===== config.mk =====
export PLATFORM = sky130hd
export DESIGN_NAME = pair_mul_arbiter
export DESIGN_NICKNAME = d
export VERILOG_FILES = /design/src/rtl/pair_mul_arbiter_pkg.sv /design/src/rtl/pair_mul_arbiter_pipe.sv /design/src/rtl/pair_mul_arbiter.sv
export SDC_FILE = /design/constraint.sdc
export NUM_CORES = 1
export LEC_CHECK = 0
export BUFFER_PORTS_ARGS = -buffer_cell sky130_fd_sc_hd__buf_4
export CELL_PAD_IN_SITES_DETAIL_PLACEMENT = 1
export CELL_PAD_IN_SITES_GLOBAL_PLACEMENT = 2
export CORE_UTILIZATION = 33
export DETAILED_ROUTE_END_ITERATION = 8
export HOLD_SLACK_MARGIN = 0.02
export PLACE_DENSITY = 0.81
export SYNTH_ARGS = -nofsm -noshare
export SYNTH_HDL_FRONTEND = slang
export SYNTH_SLANG_ARGS = --single-unit

===== constraint.sdc =====
create_clock -name system1000 -period 4.15 [get_ports system1000]
set_clock_uncertainty 0.05 [all_clocks]
set_input_delay 0.83 -clock system1000 [delete_from_list [all_inputs] [get_ports system1000]]
set_output_delay 0.83 -clock system1000 [all_outputs]
set_load 0.02 [all_outputs]

===== src/rtl/pair_mul_arbiter_pkg.sv =====
// Shared types for the two-requester signed pair multiplier:
// operand pair, result record, priority pointer states and the product helper.
package types;

  localparam int PIPE_DEPTH = 2;
  localparam int OP_W       = 9;
  localparam int PROD_W     = 2 * OP_W;

  // Operand pair offered by a requester: sel0 is x, sel1 is y.
  typedef struct packed {
    logic signed [OP_W-1:0] product0_sel0;
    logic signed [OP_W-1:0] product0_sel1;
  } product0;

  // Pipeline output record: full-precision product and issuing requester.
  typedef struct packed {
    logic signed [PROD_W-1:0] product;
    logic                     tag;
  } result_t;

  // Round-robin pointer: which requester wins when both are valid.
  typedef enum logic {
    PRI0 = 1'b0,
    PRI1 = 1'b1
  } pri_t;

  // Full 9x9 signed product; operands are sign-extended before multiplying
  // so the 18-bit result never wraps.
  function automatic logic signed [PROD_W-1:0] mul_pair(input product0 p);
    logic signed [PROD_W-1:0] a;
    logic signed [PROD_W-1:0] b;
    a = PROD_W'(p.product0_sel0);
    b = PROD_W'(p.product0_sel1);
    return a * b;
  endfunction

endpackage


===== src/rtl/pair_mul_arbiter_pipe.sv =====
// Two-stage signed multiplier shared by both requesters. Stage 1 captures the
// operands and tag, stage 2 captures the product and tag. A single enable
// advances both stages together, so bubbles are preserved during a stall.
module pair_mul_pipe
  import types::*;
(
  input  logic    clk,
  input  logic    rst,
  input  logic    en,
  input  logic    load_valid,
  input  product0 load_pair,
  input  logic    load_tag,
  output logic    res_valid,
  output result_t res,
  output logic    busy
);

  logic    s1_valid;
  product0 s1_pair;
  logic    s1_tag;

  logic    s2_valid;
  result_t s2_res;

  // Stage 1: take the granted pair (or a bubble) whenever the pipe advances.
  always_ff @(posedge clk) begin
    if (rst) begin
      s1_valid <= 1'b0;
      s1_pair  <= '0;
      s1_tag   <= 1'b0;
    end else if (en) begin
      s1_valid <= load_valid;
      if (load_valid) begin
        s1_pair <= load_pair;
        s1_tag  <= load_tag;
      end
    end
  end

  // Stage 2: multiply the stage-1 operands; data only changes for real entries.
  always_ff @(posedge clk) begin
    if (rst) begin
      s2_valid <= 1'b0;
      s2_res   <= '0;
    end else if (en) begin
      s2_valid <= s1_valid;
      if (s1_valid) begin
        s2_res.product <= mul_pair(s1_pair);
        s2_res.tag     <= s1_tag;
      end
    end
  end

  assign res_valid = s2_valid;
  assign res       = s2_res;
  assign busy      = s1_valid || s2_valid;

endmodule


===== src/rtl/pair_mul_arbiter.sv =====
// Round-robin arbiter in front of a shared two-stage signed multiplier.
// Two requesters offer operand pairs; one is granted per advancing cycle and
// the result comes back two cycles later tagged with the requester index.
module pair_mul_arbiter
  import types::*;
#(
  parameter int RR_START = 0
) (
  input  logic                     system1000,
  input  logic                     system1000_rst,
  input  logic                     req0_valid,
  input  product0                  req0_data,
  output logic                     req0_ready,
  input  logic                     req1_valid,
  input  product0                  req1_data,
  output logic                     req1_ready,
  output logic                     res_valid,
  output logic signed [PROD_W-1:0] res_data,
  output logic                     res_tag,
  input  logic                     res_ready,
  output logic                     busy
);

  localparam pri_t PRI_RESET = (RR_START == 1) ? PRI1 : PRI0;

  pri_t    pri_q;
  pri_t    pri_d;
  logic    en;
  logic    grant_valid;
  logic    grant_tag;
  logic    accept;
  product0 load_pair;
  result_t res;

  // The whole pipe moves only when the output slot is empty or being drained.
  assign en = !res_valid || res_ready;

  // Priority pointer register.
  always_ff @(posedge system1000) begin
    if (system1000_rst) begin
      pri_q <= PRI_RESET;
    end else begin
      pri_q <= pri_d;
    end
  end

  // Grant selection, ready generation and pointer update on an accepted pair.
  always_comb begin
    pri_d       = pri_q;
    grant_valid = req0_valid || req1_valid;
    grant_tag   = 1'b0;
    req0_ready  = 1'b0;
    req1_ready  = 1'b0;
    if (req0_valid && req1_valid) begin
      grant_tag = (pri_q == PRI1);
    end else begin
      grant_tag = req1_valid;
    end
    if (en && !system1000_rst && grant_valid) begin
      req0_ready = !grant_tag;
      req1_ready = grant_tag;
      pri_d      = grant_tag ? PRI0 : PRI1;
    end
  end

  assign accept    = req0_ready || req1_ready;
  assign load_pair = grant_tag ? req1_data : req0_data;

  pair_mul_pipe u_pipe (
    .clk       (system1000),
    .rst       (system1000_rst),
    .en        (en),
    .load_valid(accept),
    .load_pair (load_pair),
    .load_tag  (grant_tag),
    .res_valid (res_valid),
    .res       (res),
    .busy      (busy)
  );

  assign res_data = res.product;
  assign res_tag  = res.tag;

endmodule


==> results of run 1 <==
## logic make-up after synthesis
kind of cell             count (synthesis)  synth area share, %
AND/OR/NAND/NOR                        154                 15.6
adder cells (fa/ha/maj)                108                 40.4
buffers and inverters                  107                 8.99
AO/OA/AOI/OAI                           71                 9.99
flip-flops                              41                 17.7
multiplexers                            20                 4.36
XOR/XNOR                                16                 3.01
## worst max-delay path, stage by stage, from the launching register on
cell      delay (ps)
dfxtp_4          360
and2_4           140
fa_1             550
inv_2             40
fa_1             540
inv_2             50
fa_1             440
fa_1             510
fa_1             450
ha_4             320
inv_4             30
o211ai_1         270
nand2_1          130
o21ai_1          160
mux2_1           330
## per-stage QoR
stage               cell area [µm²]  setup WS (ps)
floorplan                      4710           -225
global placement               5710           -452
detailed placement             5710           -514
CTS                            6100           -333
global route                   6260           -477
finish                         6270           -341
## layer usage
layer | global-route usage (%) | vias up
met2 | 36.2 | 74
met5 | 0 | -
li1 | - | 1844
met3 | 2.17 | 13
met4 | 3.78 | 0
met1 | 23.5 | 1923
## state kept, by name, summed over array words and instances, names as in the netlist
| signal | count |
|---|---|
| pri_q | 1 |
| u_pipe.res | 19 |
| u_pipe.res_valid | 1 |
| u_pipe.s1_pair | 18 |
| u_pipe.s1_tag | 1 |
| u_pipe.s1_valid | 1 |
## layout by cell type (no fill, tap or decap), types with 18 or more instances in the layout
cell / instances
mux2i_1: 18
buf_4: 127
dfxtp_1: 26
nand2_1: 61
fa_1: 61
ha_1: 25
inv_1: 70
a211oi_1: 20
and2_1: 27
nor2_1: 30
## cell type report
| type | instances | area [µm²] | area share, % |
|---|---|---|---|
| Clock buffer | 6 | 129 | 2.06 |
| Sequential cell | 41 | 857 | 13.7 |
| Inverter | 76 | 288 | 4.59 |
| Antenna cell | 1 | 2.50 | 0.0399 |
| Timing Repair Buffer | 132 | 1010 | 16.1 |
| Tap cell | 180 | 225 | 3.59 |
| Clock inverter | 2 | 15.0 | 0.240 |
| Multi-Input combinational cell | 369 | 3740 | 59.7 |
## Yosys cell counts (all sizes together)
cell type  count  share of area, %
buf            9               1.1
a21o           2              0.32
nand3          4              0.43
ha            38                10
dfxtp         41                18
nor2          32               2.6
mux2i         18               3.9
a211o          1              0.19
nand2         66               5.3
nor2b          8               1.2
o211ai         2              0.32
inv           76               6.1
o21bai         1              0.24
o2111ai        1              0.32
a211oi        23               3.8
and3           1              0.13
fa            70                30
a21oi         24               2.6
xor2           4              0.75
or3            2              0.27
o21ai         10               1.1
o31ai          1              0.16
or4            1              0.16
or2            1              0.13
clkbuf        22               1.8
nand4          1              0.13
xnor2         12               2.3
a31oi          2              0.27
mux2           2              0.48
nor3           3              0.32
a31o           1              0.19
o21a           3              0.48
and2          31               4.2
nand2b         4              0.70
## how the worst max path moves through the flow
stage	cells after the start	slack [ps]	from	end
2_1_floorplan	16	-230	u_pipe.s1_pair[3]$_SDFFE_PP0P_	u_pipe.res[18]$_SDFFE_PP0P_
3_3_place_gp	14	-450	u_pipe.s1_pair[1]$_SDFFE_PP0P_	u_pipe.res[18]$_SDFFE_PP0P_
3_5_place_dp	14	-510	u_pipe.s1_pair[3]$_SDFFE_PP0P_	u_pipe.res[17]$_SDFFE_PP0P_
4_1_cts	15	-330	u_pipe.s1_pair[12]$_SDFFE_PP0P_	u_pipe.res[18]$_SDFFE_PP0P_
5_1_grt	14	-480	u_pipe.s1_pair[12]$_SDFFE_PP0P_	u_pipe.res[17]$_SDFFE_PP0P_
6_report	14	-340	u_pipe.s1_pair[12]$_SDFFE_PP0P_	u_pipe.res[17]$_SDFFE_PP0P_
## repair_timing
| action | 4_1_cts | 5_1_grt |
|---|---|---|
| resized for setup | 47 | 37 |
| hold buffers | 0 | 0 |
| setup buffers | 7 | 2 |
| setup endpoints to repair | 10 | 10 |
| pin swaps | 40 | 24 |
## report_power, final
part           total [µW]  switching, µW  internal, µW
Combinational        1010            510           498
Sequential            474           40.4           434
Clock                 405            181           224
Total                1890            732          1160
==> flow_summary.yaml, run 1 <==
layout:
  layout-drive-gt1-share_pct: 35.3
  area_growth_pct: 34.8
  nets: 774
  finalNonFillerCells: 807
  final_util_pct: 45.3
  fillers: 1557
worst_hold_path:
  hold_path_class: "flop to flop"
  hold_end: "u_pipe.res[7]$_SDFFE_PP0P_"
  hp-start: "u_pipe.res[7]$_SDFFE_PP0P_"
  hold_depth: 2
synth:
  synth_area_um2: 4650
  ys_types: 41
  ys_warn_count: 0
  synth_area_per_cell_um2: 8.99
  ys_ff_latch: 41
  syn_nets: 666
  ys_seq_area_share_pct: 17.7
  synth_cells: 517
route:
  met3_length_um: 406
  vias_per_cell: 4.78
  drt.antenna.violating_nets: 0
  post_drt_wl_per_cell_um: 16.6
  routed.top_layer: "met4"
  drc: 0
  vias: 3854
  dr.pass1.iters: 4
  wl_met1_um: 5590
  drt_iter0_drc: 110
  wl_met2_um: 7300
  drt-total-wl_um: 13400
run_status:
  violations: "negative setup slack"
  status: "finished with violations"
global_routing:
  grt_pass1_vias: 4276
  grt.total_usage_pct: 19.2
  antenna_found_initial: 0
  grt_pass1_wl_um: 21400
  grt_overflow_total: 0
  grt_max_degree: 43
clocking:
  cts_tree: "yes"
  root_buffer: "clkbuf_16"
  cts_buffer_depth: 2
  clk_latency_ps: 300
  htreeDepth: 2
  cts_buffers: 5
  numClockSinks: 41
  clk_pin_slew_ps: 70
timing:
  hold_viol: 0
  slew_violations: 0
  max_freq_ghz: 0.223
  setup_ws_ps: -341
  period_share_pct: 108
  fin_hold_ws_ps: 407
  finalCriticalPeriod_ps: 4490
  setup_tns_ps: -2040
  rsz0062_at_grt: "yes"
  finalSetupViolCount: 8
  worst_slew_pin_slew_ps: 902
  max_slew_margin_pct: 39.6
power:
  p_leak_uw: 0.00302
  powerDensity_nw_per_um2: 301
  finalPower_uw: 1890
  ir_drop_v: 0.000138
die:
  die_w_um: 121
  fp-row-count: 43
  core_um2: 13800
  die_h_um: 121
  ioPinCount: 64
  die_area_um2: 14600
  start_util_pct: 33.6
critical_path:
  crit_type: "flop to flop"
  reg2reg_slack_ps: -340
  timing.rr.end: "u_pipe.res[17]$_SDFFE_PP0P_"
  required_ps: 4290
  r2r_cells: 14
  arrival_ps: 4630
  r2r-start: "u_pipe.s1_pair[12]$_SDFFE_PP0P_"
  crit_path_start_kind: "flop"
  critPathMaxFanout: 4
  end_kind: "flop"
place:
  place.gp.congestion: 0.835
  dpl.hpwl_um: 10600
  port_buffers: 63
  dp.cells: 789
run:
  cap_violations: 0
No activity file was read; power rests on OpenSTA's default activity.
==> run 2, diff against run 1 <==
--- a/config.mk
+++ b/config.mk
@@ -6,12 +6,10 @@
 export NUM_CORES = 1
 export LEC_CHECK = 0
 export BUFFER_PORTS_ARGS = -buffer_cell sky130_fd_sc_hd__buf_4
-export CELL_PAD_IN_SITES_DETAIL_PLACEMENT = 1
-export CELL_PAD_IN_SITES_GLOBAL_PLACEMENT = 2
-export CORE_UTILIZATION = 33
+export CORE_UTILIZATION = 50
 export DETAILED_ROUTE_END_ITERATION = 8
 export HOLD_SLACK_MARGIN = 0.02
-export PLACE_DENSITY = 0.81
+export PLACE_DENSITY = 0.77
 export SYNTH_ARGS = -nofsm -noshare
 export SYNTH_HDL_FRONTEND = slang
 export SYNTH_SLANG_ARGS = --single-unit
==> run 2 against run 1 <==
The run ends with design-rule violations, negative setup slack left; highest routed layer is now met5; critical path type unchanged; cell area decreased by 1.3%; core utilization increased by 25 points; flip-flop and latch count is the same; global-route usage up 6.0 points; wire length fell by 12%; clock-buffer cell count decreased by 1; maximum frequency is 1.4% higher.
==> flow_summary.yaml, run 2 (synthesized netlist as in run 1, its figures left out) <==
power:
  p_leak_uw: 0.00302
  ir_drop_v: 0.000152
  finalPower_uw: 1910
  powerDensity_nw_per_um2: 308
critical_path:
  critPathMaxFanout: 5
  crit_type: "flop to flop"
  r2r-start: "u_pipe.s1_pair[12]$_SDFFE_PP0P_"
  required_ps: 4280
  startpoint: "u_pipe.s1_pair[12]$_SDFFE_PP0P_"
  end_kind: "flop"
  arrival_ps: 4560
  crit_path_start_kind: "flop"
  r2r_cells: 17
  reg2reg_slack_ps: -280
timing:
  setup_tns_ps: -1960
  fin_hold_ws_ps: 407
  max_slew_margin_pct: 69.8
  period_share_pct: 107
  setup_ws_ps: -281
  slew_violations: 0
  rsz0062_at_grt: "yes"
  finalSetupViolCount: 9
  worst_slew_pin_slew_ps: 453
  hold_viol: 0
  finalCriticalPeriod_ps: 4430
  max_freq_ghz: 0.226
layout:
  largest_reg_flops: 19
  final_util_pct: 69.9
  nets: 777
  diodes: 0
  seq_area_um2: 865
  layout_commonest_cell: "buf_4"
  area_growth_pct: 33.1
  mostFrequentLayoutCells: "buf_4 (133), inv_1 (70), nand2_1 (61)"
  multi_input_area_um2: 3750
  layout-drive-gt1-share_pct: 35.8
  fillers: 656
global_routing:
  grt.total_usage_pct: 25.2
  antenna_found_initial: 1
  grt_overflow_total: 0
  grt_pass1_vias: 4073
  grt_max_degree: 43
  grt_pass1_wl_um: 19100
clocking:
  clk_latency_ps: 300
  cts_hold_buf: 0
  root_buffer: "clkbuf_8"
  cts_buffer_depth: 2
  cts_buffers: 5
  clk_pin_slew_ps: 90
  htreeDepth: 2
  cts_tree: "yes"
  numClockSinks: 41
run_status:
  violations: "design-rule violations, negative setup slack"
  status: "finished with violations"
route:
  drt.antenna.violating_nets: 0
  drc: 1
  vias: 3866
  vias_per_cell: 5.25
  drt-total-wl_um: 11900
  post_drt_wl_per_cell_um: 16.1
  routed.top_layer: "met5"
  wl_met2_um: 6090
  drt_iter0_drc: 153
  wl_met1_um: 4960
  met3_length_um: 497
  dr.pass1.iters: 6
die:
  die_area_um2: 9690
  die_w_um: 98.4
  core_um2: 8850
  fp-row-count: 34
  ioPinCount: 64
  start_util_pct: 52.5
  die_h_um: 98.4
worst_hold_path:
  hp-start: "u_pipe.res[7]$_SDFFE_PP0P_"
  hold_depth: 2
  hold_path_class: "flop to flop"
place:
  dpl.hpwl_um: 9080
  port_buffers: 63
  place.gp.congestion: 0.873
run:
  cap_violations: 0
## run 2: cell types whose count changed in the layout (fill, tap and decap cells not counted), moves of 3 or more
cell,change
clkbuf_16,-5
clkbuf_8,+5
buf_6,-3
buf_4,+6
## run 2: layout make-up
class,instances,share of cell area [%]
multi-input combinational,369,60.6
timing repair buffer,135,16.5
sequential,41,14.0
inverter,76,4.61
tap,108,2.18
clock buffer,5,1.11
clock inverter,3,1.05
## run 2: power by group
group / leakage (µW) / internal (µW) / total [µW] / switching [µW]
clock: 0.0000681 / 239 / 396 / 157
combinational: 0.00261 / 515 / 1030 / 518
sequential: 0.000345 / 433 / 477 / 44.2
total: 0.00302 / 1190 / 1910 / 720
## run 2: layer usage
layer	track usage, %	vias up
met5	0	-
met4	8.61	2
met3	3.97	23
met2	46.0	117
met1	30.3	1874
li1	-	1850
## run 2: timing repair
action	4_1_cts	5_1_grt
gates resized for setup	56	30
endpoints found under the setup margin	10	10
setup buffers	9	4
pin swaps	35	20
cloned	0	0
## run 2: worst max-delay path: stages, from the launching register on
cell and delay, ps:
dfxtp_4 370, buf_4 160, and2_1 160, fa_2 390, fa_1 510, inv_1 70, fa_2 550, inv_1 50
fa_2 340, fa_2 570, ha_4 220, o21ai_4 160, o21bai_4 100, o2111ai_2 220, buf_4 160, a21oi_2 40
o21ai_1 130, a21oi_1 70
## run 2: final timing paths
path,end
max,u_pipe.res[16]$_SDFFE_PP0P_
min,u_pipe.res[7]$_SDFFE_PP0P_
max reg2reg,u_pipe.res[16]$_SDFFE_PP0P_
min reg2reg,u_pipe.res[7]$_SDFFE_PP0P_
## run 2: through the flow
stage                     instance area, µm²  worst slack, ps  cells
final                                   6190             -281    737
after global routing                    6190             -425    737
after CTS                               5990             -296    733
after detailed placement                5630             -514    718
after global placement                  5630             -327    718
after floorplan                         4710             -225    517
==> run 3, diff against run 2 <==
--- a/config.mk
+++ b/config.mk
@@ -6,10 +6,10 @@
 export NUM_CORES = 1
 export LEC_CHECK = 0
 export BUFFER_PORTS_ARGS = -buffer_cell sky130_fd_sc_hd__buf_4
-export CORE_UTILIZATION = 50
+export CORE_UTILIZATION = 54
 export DETAILED_ROUTE_END_ITERATION = 8
 export HOLD_SLACK_MARGIN = 0.02
-export PLACE_DENSITY = 0.77
+export PLACE_DENSITY = 0.82
 export SYNTH_ARGS = -nofsm -noshare
 export SYNTH_HDL_FRONTEND = slang
 export SYNTH_SLANG_ARGS = --single-unit
==> run 3 against run 2 <==
The run ends with negative setup slack left; setup slack worse by 82 ps; first-iteration DRC count grew 1.3%; combinational power hardly changed; non-clock buffer count down 14; clock power shrank 31%; power down 6.5%; core utilization is 2.7 points higher; hold slack got worse by 0.51 ps; via count is 3.5% higher; critical path type unchanged; critical endpoint is now u_pipe.res[12]$_SDFFE_PP0P_.
==> flow_summary.yaml, run 3 (synthesized netlist as in run 1, its figures left out) <==
clocking:
  clk_pin_slew_ps: 90
  clk_latency_ps: 300
  cts_buffer_depth: 2
  cts_hold_buf: 0
  numClockSinks: 41
  cts_tree: "yes"
  cts_buffers: 5
  root_buffer: "clkbuf_8"
  htreeDepth: 2
timing:
  finalCriticalPeriod_ps: 4510
  max_slew_margin_pct: 65.9
  rsz0062_at_grt: "yes"
  worst_slew_pin_slew_ps: 506
  slew_violations: 0
  setup_ws_ps: -362
  fin_hold_ws_ps: 407
  period_share_pct: 109
  finalSetupViolCount: 9
  hold_viol: 0
  max_freq_ghz: 0.222
global_routing:
  grt_max_degree: 43
  grt_overflow_total: 0
  grt_pass1_wl_um: 20400
  grt.total_usage_pct: 30.1
  antenna_found_initial: 0
  grt_pass1_vias: 4246
layout:
  diodes: 0
  finalNonFillerCells: 720
  layout-drive-gt1-share_pct: 31.5
  area_growth_pct: 29.1
  nets: 763
  layout_commonest_cell: "buf_4"
  fillers: 569
  stdcell_area_um2: 6000
  mostFrequentLayoutCells: "buf_4 (116), inv_1 (74), fa_1 (64)"
  final_util_pct: 72.7
  largest_reg_flops: 19
power:
  ir_drop_v: 0.000149
  finalPower_uw: 1780
  powerDensity_nw_per_um2: 297
  p_leak_uw: 0.00295
critical_path:
  cpMostUsedCell: "fa_1"
  crit_type: "flop to flop"
  critPathMaxFanout: 5
  crit_path_start_kind: "flop"
  required_ps: 4330
  arrival_ps: 4690
  end_kind: "flop"
  crit_path_max_incr_delay_ps: 590
  slowest_stage: "fa_2"
  crit_chain: "nand2_1 > fa_1 > inv_1 > fa_1 > inv_1 > fa_1 > inv_1 > fa_1 > fa_2 > ha_4 > o21ai_4 > o21bai_4 > buf_4 > a21oi_2 > xnor2_1 > nand2_1 > a21oi_2"
place:
  place.gp.congestion: 0.999
  dpl.hpwl_um: 9040
  dp.cells: 704
  port_buffers: 63
  dpl_cell_area_um2: 5550
die:
  die_h_um: 94.8
  start_util_pct: 56.3
  die_w_um: 94.8
  fp-row-count: 33
  ioPinCount: 64
  die_area_um2: 8980
  core_um2: 8260
run_status:
  status: "finished with violations"
  violations: "negative setup slack"
run:
  cap_violations: 0
route:
  drc: 0
  post_drt_wl_per_cell_um: 17.4
  drt_iter0_drc: 155
  drt-total-wl_um: 12500
  vias_per_cell: 5.56
  vias: 4003
  dr.pass1.iters: 5
  drt.antenna.violating_nets: 0
worst_hold_path:
  hold_path_class: "flop to flop"
-- run 3: cell types whose count changed in the layout (fill, tap and decap cells not counted), moves of 3 or more --
| cell | change |
|---|---|
| ha_1 | +3 |
| inv_2 | -4 |
| buf_4 | -17 |
| a21oi_1 | +4 |
| fa_1 | +4 |
| fa_2 | -4 |
| inv_1 | +4 |
-- run 3: per-layer routing --
layer / global-route usage, % / up-vias / part of all wire, %
met2: 53.8 / 183 / 51
met3: 4.03 / 43 / 5.2
met4: 13.0 / 0 / 3.8
met5: 0 / - / 0
li1: - / 1826 / -
met1: 36.2 / 1951 / 40
-- run 3: metrics by stage --
step | setup WS (ps) | TNS, ps
2_1_floorplan | -225 | -1150
3_3_place_gp | -301 | -1860
3_5_place_dp | -418 | -2850
4_1_cts | -272 | -1750
5_1_grt | -488 | -3760
6_report | -362 | -2550
-- run 3: worst paths after layout --
kind	startpoint	endpoint	slack [ps]	cells past startpoint
max	u_pipe.s1_pair[0]$_SDFFE_PP0P_	u_pipe.res[12]$_SDFFE_PP0P_	-360	17
min	u_pipe.res[9]$_SDFFE_PP0P_	u_pipe.res[9]$_SDFFE_PP0P_	410	2
max reg2reg	u_pipe.s1_pair[0]$_SDFFE_PP0P_	u_pipe.res[12]$_SDFFE_PP0P_	-360	17
min reg2reg	u_pipe.res[9]$_SDFFE_PP0P_	u_pipe.res[9]$_SDFFE_PP0P_	410	2
-- run 3: power by group --
group	internal (µW)	switching [µW]	leakage, µW	total (µW)
logic	504	529	0.00256	1030
clock network	116	157	0.0000439	274
registers	433	43.7	0.000344	477
total	1050	730	0.00295	1780
-- run 3: area by class of cell --
| cell class | count | area, µm² | area share, % |
|---|---|---|---|
| clock buffers | 5 | 68.8 | 1.15 |
| clock inverters | 3 | 17.5 | 0.292 |
| inverters | 76 | 285 | 4.75 |
| multi-input cells | 369 | 3700 | 61.7 |
| flip-flops and latches | 41 | 857 | 14.3 |
| well taps | 105 | 131 | 2.19 |
| repair buffers | 121 | 936 | 15.6 |
-- run 3: what timing repair did --
action                     CTS  global route
buffers inserted            10             2
gates resized for setup     53            16
setup endpoints to repair    9             9
pin swaps                   30            15
-- run 3: critical path: cells and delay by family (launching register included) --
family / cells / cell delay [ps]
buffers and inverters: 4 / 310
adder cells (fa/ha/maj): 6 / 2780
flip-flops: 1 / 390
AO/OA/AOI/OAI: 4 / 570
XOR/XNOR: 1 / 130
AND/OR/NAND/NOR: 2 / 190
